===== src/rtl/cart_mem_arbiter_if.sv =====
// Cartridge memory arbiter bus bundle.
// Carries the three requester ports (CHR, PRG, LDR), the downstream
// SDRAM-controller port and the arbiter status signals.
// slave  = arbiter side, master = requesters/controller side.
interface cart_mem_arbiter_if #(
   parameter int ADDR_W = 21
);
   // CHR port (PPU fetch)
   logic              chr_req;
   logic              chr_we;
   logic [ADDR_W-1:0] chr_addr;
   logic [7:0]        chr_wdata;
   logic              chr_ack;
   logic [7:0]        chr_rdata;
   // PRG port (CPU fetch)
   logic              prg_req;
   logic              prg_we;
   logic [ADDR_W-1:0] prg_addr;
   logic [7:0]        prg_wdata;
   logic              prg_ack;
   logic [7:0]        prg_rdata;
   // LDR port (I2C ROM loader)
   logic              ldr_req;
   logic              ldr_we;
   logic [ADDR_W-1:0] ldr_addr;
   logic [7:0]        ldr_wdata;
   logic              ldr_ack;
   logic [7:0]        ldr_rdata;
   // downstream controller
   logic              mem_req;
   logic              mem_we;
   logic [ADDR_W-1:0] mem_addr;
   logic [7:0]        mem_wdata;
   logic              mem_ack;
   logic [7:0]        mem_rdata;
   // status
   logic              busy;
   logic [1:0]        grant;
   logic              wdog_err;

   modport slave (
      input  chr_req, chr_we, chr_addr, chr_wdata,
      output chr_ack, chr_rdata,
      input  prg_req, prg_we, prg_addr, prg_wdata,
      output prg_ack, prg_rdata,
      input  ldr_req, ldr_we, ldr_addr, ldr_wdata,
      output ldr_ack, ldr_rdata,
      output mem_req, mem_we, mem_addr, mem_wdata,
      input  mem_ack, mem_rdata,
      output busy, grant, wdog_err
   );

   modport master (
      output chr_req, chr_we, chr_addr, chr_wdata,
      input  chr_ack, chr_rdata,
      output prg_req, prg_we, prg_addr, prg_wdata,
      input  prg_ack, prg_rdata,
      output ldr_req, ldr_we, ldr_addr, ldr_wdata,
      input  ldr_ack, ldr_rdata,
      input  mem_req, mem_we, mem_addr, mem_wdata,
      output mem_ack, mem_rdata,
      input  busy, grant, wdog_err
   );
endinterface


===== src/rtl/cart_mem_arbiter.sv =====
// Cartridge memory arbiter: three requesters (CHR > PRG > LDR, fixed
// priority) share one SDRAM controller port. One transaction at a time,
// IDLE -> BUSY -> DONE, all outputs registered.
// Optional feature macro: CART_ARB_WATCHDOG_EN -- bounds BUSY to WDOG_CYC
// cycles, answering the requester with 8'hFF and setting sticky wdog_err.
module cart_mem_arbiter #(
   parameter int ADDR_W   = 21,
   parameter int WDOG_CYC = 64
) (
   input logic                 clk_in,
   input logic                 rst_in,
   cart_mem_arbiter_if.slave   bus
);

   typedef enum logic [1:0] {
      ST_IDLE = 2'd0,
      ST_BUSY = 2'd1,
      ST_DONE = 2'd2
   } state_t;

   // requester index: 0=CHR, 1=PRG, 2=LDR; grant code is index+1
   logic [2:0]             w_req;
   logic [2:0]             w_we;
   logic [2:0][ADDR_W-1:0] w_addr;
   logic [2:0][7:0]        w_wdata;
   logic [1:0]             w_sel;

   state_t                 r_state;
   logic [1:0]             r_sel;
   logic [1:0]             r_grant;
   logic                   r_mem_req;
   logic                   r_mem_we;
   logic [ADDR_W-1:0]      r_mem_addr;
   logic [7:0]             r_mem_wdata;
   logic [2:0]             r_ack;
   logic [2:0][7:0]        r_rdata;
   logic                   r_wdog_err;

   assign w_req   = {bus.ldr_req,   bus.prg_req,   bus.chr_req};
   assign w_we    = {bus.ldr_we,    bus.prg_we,    bus.chr_we};
   assign w_addr  = {bus.ldr_addr,  bus.prg_addr,  bus.chr_addr};
   assign w_wdata = {bus.ldr_wdata, bus.prg_wdata, bus.chr_wdata};

   // fixed-priority winner pick, only meaningful while some req is high
   always_comb begin
      w_sel = 2'd2;
      if (w_req[0])      w_sel = 2'd0;
      else if (w_req[1]) w_sel = 2'd1;
   end

`ifdef CART_ARB_WATCHDOG_EN
   localparam int CNT_W = (WDOG_CYC < 2) ? 1 : $clog2(WDOG_CYC);
   localparam logic [CNT_W-1:0] WDOG_LAST = CNT_W'(WDOG_CYC - 1);
   logic [CNT_W-1:0] r_wdog_cnt;
`else
   // keeps the watchdog limit referenced when the feature is compiled out
   logic w_unused_wdog;
   assign w_unused_wdog = (WDOG_CYC == 0);
`endif

   // transaction FSM; every bus-facing output is a register set here
   always_ff @(posedge clk_in) begin
      if (rst_in) begin
         r_state     <= ST_IDLE;
         r_sel       <= 2'd0;
         r_grant     <= 2'd0;
         r_mem_req   <= 1'b0;
         r_mem_we    <= 1'b0;
         r_mem_addr  <= '0;
         r_mem_wdata <= '0;
         r_ack       <= '0;
         r_rdata     <= '0;
         r_wdog_err  <= 1'b0;
`ifdef CART_ARB_WATCHDOG_EN
         r_wdog_cnt  <= '0;
`endif
      end else begin
         case (r_state)
            ST_IDLE: begin
               r_ack   <= '0;
               r_grant <= 2'd0;
               // req is a level: whatever is high now wins, late ones wait
               if (|w_req) begin
                  r_sel       <= w_sel;
                  r_grant     <= w_sel + 2'd1;
                  r_mem_req   <= 1'b1;
                  r_mem_we    <= w_we[w_sel];
                  r_mem_addr  <= w_addr[w_sel];
                  r_mem_wdata <= w_wdata[w_sel];
                  r_state     <= ST_BUSY;
`ifdef CART_ARB_WATCHDOG_EN
                  r_wdog_cnt  <= '0;
`endif
               end
            end
            ST_BUSY: begin
               // mem_* held from the latch; requester inputs are ignored here
               if (bus.mem_ack) begin
                  r_mem_req    <= 1'b0;
                  r_ack[r_sel] <= 1'b1;
                  // writes leave the port's last read data in place
                  if (!r_mem_we) r_rdata[r_sel] <= bus.mem_rdata;
                  r_state      <= ST_DONE;
               end
`ifdef CART_ARB_WATCHDOG_EN
               else if (r_wdog_cnt == WDOG_LAST) begin
                  // controller never answered: release the requester with 0xFF
                  r_mem_req      <= 1'b0;
                  r_ack[r_sel]   <= 1'b1;
                  r_rdata[r_sel] <= 8'hFF;
                  r_wdog_err     <= 1'b1;
                  r_state        <= ST_DONE;
               end else begin
                  r_wdog_cnt <= r_wdog_cnt + 1'b1;
               end
`endif
            end
            ST_DONE: begin
               // single-cycle ack; mem_ack arriving here is ignored
               r_ack   <= '0;
               r_grant <= 2'd0;
               r_state <= ST_IDLE;
            end
            default: begin
               r_ack     <= '0;
               r_grant   <= 2'd0;
               r_mem_req <= 1'b0;
               r_state   <= ST_IDLE;
            end
         endcase
      end
   end

   assign bus.chr_ack   = r_ack[0];
   assign bus.prg_ack   = r_ack[1];
   assign bus.ldr_ack   = r_ack[2];
   assign bus.chr_rdata = r_rdata[0];
   assign bus.prg_rdata = r_rdata[1];
   assign bus.ldr_rdata = r_rdata[2];
   assign bus.mem_req   = r_mem_req;
   assign bus.mem_we    = r_mem_we;
   assign bus.mem_addr  = r_mem_addr;
   assign bus.mem_wdata = r_mem_wdata;
   assign bus.busy      = (r_state != ST_IDLE);
   assign bus.grant     = r_grant;
   assign bus.wdog_err  = r_wdog_err;

endmodule

===== src/flat_wrapper.sv =====
// flat-port wrapper written by rule: the top's interface ports become plain ports
module cart_mem_arbiter_flat 
#(
   parameter int ADDR_W   = 21,
   parameter int WDOG_CYC = 64
)
  (clk_in, rst_in, bus_chr_req, bus_chr_we, bus_chr_addr, bus_chr_wdata, bus_chr_ack, bus_chr_rdata, bus_prg_req, bus_prg_we, bus_prg_addr, bus_prg_wdata, bus_prg_ack, bus_prg_rdata, bus_ldr_req, bus_ldr_we, bus_ldr_addr, bus_ldr_wdata, bus_ldr_ack, bus_ldr_rdata, bus_mem_req, bus_mem_we, bus_mem_addr, bus_mem_wdata, bus_mem_ack, bus_mem_rdata, bus_busy, bus_grant, bus_wdog_err);
  cart_mem_arbiter_if #(.ADDR_W(ADDR_W)) bus_i ();
  input logic clk_in;
  input logic rst_in;
  input wire logic [$bits(bus_i.chr_req)-1:0] bus_chr_req;
  input wire logic [$bits(bus_i.chr_we)-1:0] bus_chr_we;
  input wire logic [$bits(bus_i.chr_addr)-1:0] bus_chr_addr;
  input wire logic [$bits(bus_i.chr_wdata)-1:0] bus_chr_wdata;
  output wire logic [$bits(bus_i.chr_ack)-1:0] bus_chr_ack;
  output wire logic [$bits(bus_i.chr_rdata)-1:0] bus_chr_rdata;
  input wire logic [$bits(bus_i.prg_req)-1:0] bus_prg_req;
  input wire logic [$bits(bus_i.prg_we)-1:0] bus_prg_we;
  input wire logic [$bits(bus_i.prg_addr)-1:0] bus_prg_addr;
  input wire logic [$bits(bus_i.prg_wdata)-1:0] bus_prg_wdata;
  output wire logic [$bits(bus_i.prg_ack)-1:0] bus_prg_ack;
  output wire logic [$bits(bus_i.prg_rdata)-1:0] bus_prg_rdata;
  input wire logic [$bits(bus_i.ldr_req)-1:0] bus_ldr_req;
  input wire logic [$bits(bus_i.ldr_we)-1:0] bus_ldr_we;
  input wire logic [$bits(bus_i.ldr_addr)-1:0] bus_ldr_addr;
  input wire logic [$bits(bus_i.ldr_wdata)-1:0] bus_ldr_wdata;
  output wire logic [$bits(bus_i.ldr_ack)-1:0] bus_ldr_ack;
  output wire logic [$bits(bus_i.ldr_rdata)-1:0] bus_ldr_rdata;
  output wire logic [$bits(bus_i.mem_req)-1:0] bus_mem_req;
  output wire logic [$bits(bus_i.mem_we)-1:0] bus_mem_we;
  output wire logic [$bits(bus_i.mem_addr)-1:0] bus_mem_addr;
  output wire logic [$bits(bus_i.mem_wdata)-1:0] bus_mem_wdata;
  input wire logic [$bits(bus_i.mem_ack)-1:0] bus_mem_ack;
  input wire logic [$bits(bus_i.mem_rdata)-1:0] bus_mem_rdata;
  output wire logic [$bits(bus_i.busy)-1:0] bus_busy;
  output wire logic [$bits(bus_i.grant)-1:0] bus_grant;
  output wire logic [$bits(bus_i.wdog_err)-1:0] bus_wdog_err;
  assign bus_i.chr_req = bus_chr_req;
  assign bus_i.chr_we = bus_chr_we;
  assign bus_i.chr_addr = bus_chr_addr;
  assign bus_i.chr_wdata = bus_chr_wdata;
  assign bus_chr_ack = bus_i.chr_ack;
  assign bus_chr_rdata = bus_i.chr_rdata;
  assign bus_i.prg_req = bus_prg_req;
  assign bus_i.prg_we = bus_prg_we;
  assign bus_i.prg_addr = bus_prg_addr;
  assign bus_i.prg_wdata = bus_prg_wdata;
  assign bus_prg_ack = bus_i.prg_ack;
  assign bus_prg_rdata = bus_i.prg_rdata;
  assign bus_i.ldr_req = bus_ldr_req;
  assign bus_i.ldr_we = bus_ldr_we;
  assign bus_i.ldr_addr = bus_ldr_addr;
  assign bus_i.ldr_wdata = bus_ldr_wdata;
  assign bus_ldr_ack = bus_i.ldr_ack;
  assign bus_ldr_rdata = bus_i.ldr_rdata;
  assign bus_mem_req = bus_i.mem_req;
  assign bus_mem_we = bus_i.mem_we;
  assign bus_mem_addr = bus_i.mem_addr;
  assign bus_mem_wdata = bus_i.mem_wdata;
  assign bus_i.mem_ack = bus_mem_ack;
  assign bus_i.mem_rdata = bus_mem_rdata;
  assign bus_busy = bus_i.busy;
  assign bus_grant = bus_i.grant;
  assign bus_wdog_err = bus_i.wdog_err;
  cart_mem_arbiter #(.ADDR_W(ADDR_W), .WDOG_CYC(WDOG_CYC)) u_core (.clk_in(clk_in), .rst_in(rst_in), .bus(bus_i));
endmodule

===== config.mk =====
export PLATFORM = sky130hd
export DESIGN_NAME = cart_mem_arbiter_flat
export DESIGN_NICKNAME = d
export VERILOG_FILES = /design/src/rtl/cart_mem_arbiter_if.sv /design/src/rtl/cart_mem_arbiter.sv /design/src/flat_wrapper.sv
export SDC_FILE = /design/constraint.sdc
export NUM_CORES = 1
export LEC_CHECK = 0
export BUFFER_PORTS_ARGS = -buffer_cell sky130_fd_sc_hd__buf_2
export CAP_MARGIN = 20
export CORE_ASPECT_RATIO = 1.5
export CORE_MARGIN = 1.5
export CORE_UTILIZATION = 44
export DETAILED_ROUTE_END_ITERATION = 6
export GPL_TIMING_DRIVEN = 1
export PLACE_DENSITY_LB_ADDON = 0.25
export SYNTH_ARGS = -nofsm -noshare
export SYNTH_HDL_FRONTEND = slang
export SYNTH_SLANG_ARGS = --single-unit

===== constraint.sdc =====
create_clock -name clk_in -period 1.6 [get_ports clk_in]
set_input_delay 0 -clock clk_in [delete_from_list [all_inputs] [get_ports clk_in]]
set_output_delay 0 -clock clk_in [all_outputs]
set_load 0.05 [all_outputs]

==> flow_summary.json <==
{
  "outcome": "finished, final reports clean",
  "switchingPower_mw": 1.39,
  "area_delta_synth_final_pct": 44.0,
  "slowest_delay_ns": 0.55,
  "min_period_over_period_pct": 92.4,
  "p_seq_share_pct": 41.4,
  "finalSetupTns_ns": 0,
  "path_clk_slew_ns": 0.07,
  "via_count": 2906,
  "grt_pass1_wl_um": 12800,
  "layout_commonest_cell": "buf_2",
  "hold_violations": 0,
  "route.detailed.drc": 0,
  "antenna_found_initial": 0,
  "io_pins": 166,
  "worstSetupStartpointType": "input pin",
  "internal_power_mw": 2.92,
  "fin_skew_ns": 0.00867,
  "port_buffers": 164,
  "combinationalPowerShare_pct": 26.9,
  "grt_max_degree": 64,
  "synth_ff_type": "dfxtp_1",
  "hp-class": "input pin to flop",
  "drv_slew": 0,
  "drt-total-wl_um": 8190,
  "hpwl_um": 6030,
  "fp-row-count": 36,
  "num_antenna_cells": 0,
  "synth.net_count": 416,
  "dpl-instance-area_mm2": 0.00378,
  "crit_slowest_cell": "dlygate4sd3_1",
  "synth_seq_cells": 64,
  "r2r_end": "u_core.bus.mem_addr[8]$_SDFFE_PP0P_",
  "synth_edf_count": 0,
  "core_area_mm2": 0.00649,
  "path_max_fanout": 24,
  "ys_warn_count": 0,
  "max-slew-margin-rel_pct": 57.7,
  "maxCapViolations": 0,
  "cts_max_level": 3,
  "cts-resized-gates": 0,
  "gp_congestion": 0.812,
  "critPathKind": "input pin to flop",
  "grt_remaining_overflow": 0,
  "fin_nets": 600,
  "die_x_um": 69.7,
  "yosysSeqAreaShare_pct": 43.6,
  "viasPerCell": 5.04,
  "finish.instance_area_mm2": 0.00423,
  "cts.sink_count": 64,
  "r2r_slack_ns": 0.19,
  "setup_viol": 0,
  "worstSetupEndpointType": "flop",
  "mostFrequentLayoutCells": "buf_2 (164), dfxtp_1 (64), mux2i_1 (46)",
  "hold_end": "u_core.bus.mem_addr[3]$_SDFFE_PP0P_",
  "root_buffer": "clkbuf_8",
  "clockBufferDepth": 2,
  "grt.total_usage_pct": 22.8,
  "rr_startpoint": "u_core.r_state[1]$_SDFFE_PP0P_",
  "swShare_pct": 32.2,
  "cts-buffers-inserted": 9,
  "syn_avg_cell_area_um2": 9.42,
  "drive_gt1_share_pct": 38.9,
  "drtAntennaViolNets": 0,
  "min_from": "bus_chr_addr[3]",
  "critical_path_required_ns": 1.81,
  "yosysUniqueCellTypes": 33,
  "insertion_delay_ns": 0.32,
  "start_util_pct": 45.3,
  "tritoncts": "yes",
  "min_period_ns": 1.48,
  "pwr-share-clk_pct": 31.6,
  "worst_r2r_path_depth": 5,
  "synth_cells": 312,
  "vdd_drop_max_mv": 0.518,
  "p_leak_nw": 2.13,
  "first_pass_iters": 4,
  "cts_setup_buffers": 0,
  "tightest_slew_ns": 0.633,
  "cp_cell_sequence": "dlygate4sd3_1 > buf_2 > or3_4 > nor3b_4 > buf_4 > a22o_1",
  "synthArstFlopShare_pct": 0,
  "rsz0062_at_grt": "false",
  "fmax_mhz": 677,
  "die_area_mm2": 0.00719,
  "wl_per_cell_um": 14.2,
  "netlist_area_mm2": 0.00294,
  "arrival_ns": 1.69,
  "first_iter_violations": 78,
  "fp.dieH_um": 103,
  "hold_depth": 4,
  "num-fill-cells": 572,
  "power.density_mw_per_mm2": 1020,
  "first_global_vias": 2869
}
==> state kept, by name, summed over array words and instances, names as in the netlist <==
name,flops
u_core.bus.mem_req,1
u_core.r_ack,3
u_core.bus.ldr_rdata,8
u_core.bus.mem_we,1
u_core.bus.grant,2
u_core.r_state,2
u_core.bus.prg_rdata,8
u_core.r_sel,2
u_core.bus.mem_wdata,8
u_core.bus.mem_addr,21
u_core.bus.chr_rdata,8
==> power groups by stage <==
stage                     Sequential (mW)  Clock [mW]  Combinational [mW]
after floorplan                      2.19           0               0.413
after global placement               1.81           0                1.10
after detailed placement             1.81           0                1.12
after CTS                            1.78        1.40                1.16
after global routing                 1.80        1.47                1.24
final                                1.78        1.36                1.16
==> cell type report <==
class	instances	area [um2]	area share [%]
inverter	4	15.0	0.355
clock buffer	13	159	3.76
multi-input combinational	219	1500	35.5
tap	76	95.1	2.25
sequential	64	1280	30.3
timing repair buffer	198	1140	26.9
clock inverter	3	40.0	0.947
==> through the flow <==
stage	worst slack, ns	hold slack [ns]	utilization, %	cells	power (mW)
after floorplan	0.107	0.102	-	312	2.60
after global placement	0.261	0.271	58.3	536	2.91
after detailed placement	0.201	0.281	58.3	536	2.93
after CTS	0.144	0.00333	65.2	577	4.35
after global routing	0.0634	0.0224	65.2	577	4.51
final	0.122	0.0227	65.2	577	4.30
==> cells by family after synthesis <==
group	count (synthesis)	share of synthesized area, %
mux	46	15.7
buf+inv	29	5.32
flops	64	43.6
compound gates	88	19.5
simple gates	84	15.8
other cells	1	0.128
==> synth_stat cells (all sizes together) (2+ instances only) <==
cell type	n	area share, %
mux2i	46	16
a21oi	12	2.2
a31oi	2	0.43
clkbuf	9	1.1
buf	16	3.7
nand3	10	1.9
o21ai	40	6.8
nand2	31	4.0
nor2	8	1.1
nor3	2	0.72
a22o	32	9.5
nand2b	25	5.3
nor3b	2	0.89
inv	4	0.51
dfxtp	64	44
==> what timing repair did <==
item,CTS,global route
endpoints found under the setup margin,0,0
endpoints found under the hold margin,41,0
hold buffers,25,0
==> critical path, delay by kind of cell <==
kind / cells / cell delay (ns)
buf+inv: 3 / 0.90
simple gates: 2 / 0.56
compound gates: 1 / 0.22
==> per-layer routing <==
metal  global-route usage [%]  up-vias  wire length [um]
li1                         -     1474                 -
met5                        0        -                 0
met2                     43.0      112              4430
met4                     10.4        0               132
met1                     23.2     1312              3140
met3                     6.55        8               484
==> worst max-delay path by stage <==
| stage | start | end | slack, ns | depth (start not counted) |
|---|---|---|---|---|
| floorplan | u_core.bus.mem_we$_SDFFE_PP0P_ | u_core.bus.prg_rdata[0]$_SDFFE_PP0P_ | 0.11 | 4 |
| global placement | u_core.r_state[1]$_SDFFE_PP0P_ | u_core.bus.mem_addr[8]$_SDFFE_PP0P_ | 0.26 | 5 |
| detailed placement | u_core.r_state[1]$_SDFFE_PP0P_ | u_core.bus.mem_addr[13]$_SDFFE_PP0P_ | 0.20 | 5 |
| CTS | bus_ldr_req | u_core.bus.mem_addr[8]$_SDFFE_PP0P_ | 0.14 | 6 |
| global route | u_core.r_state[1]$_SDFFE_PP0P_ | u_core.bus.mem_addr[12]$_SDFFE_PP0P_ | 0.06 | 5 |
| finish | bus_ldr_req | u_core.bus.mem_addr[9]$_SDFFE_PP0P_ | 0.12 | 6 |
Note: power is estimated with default switching activity, not from simulation.
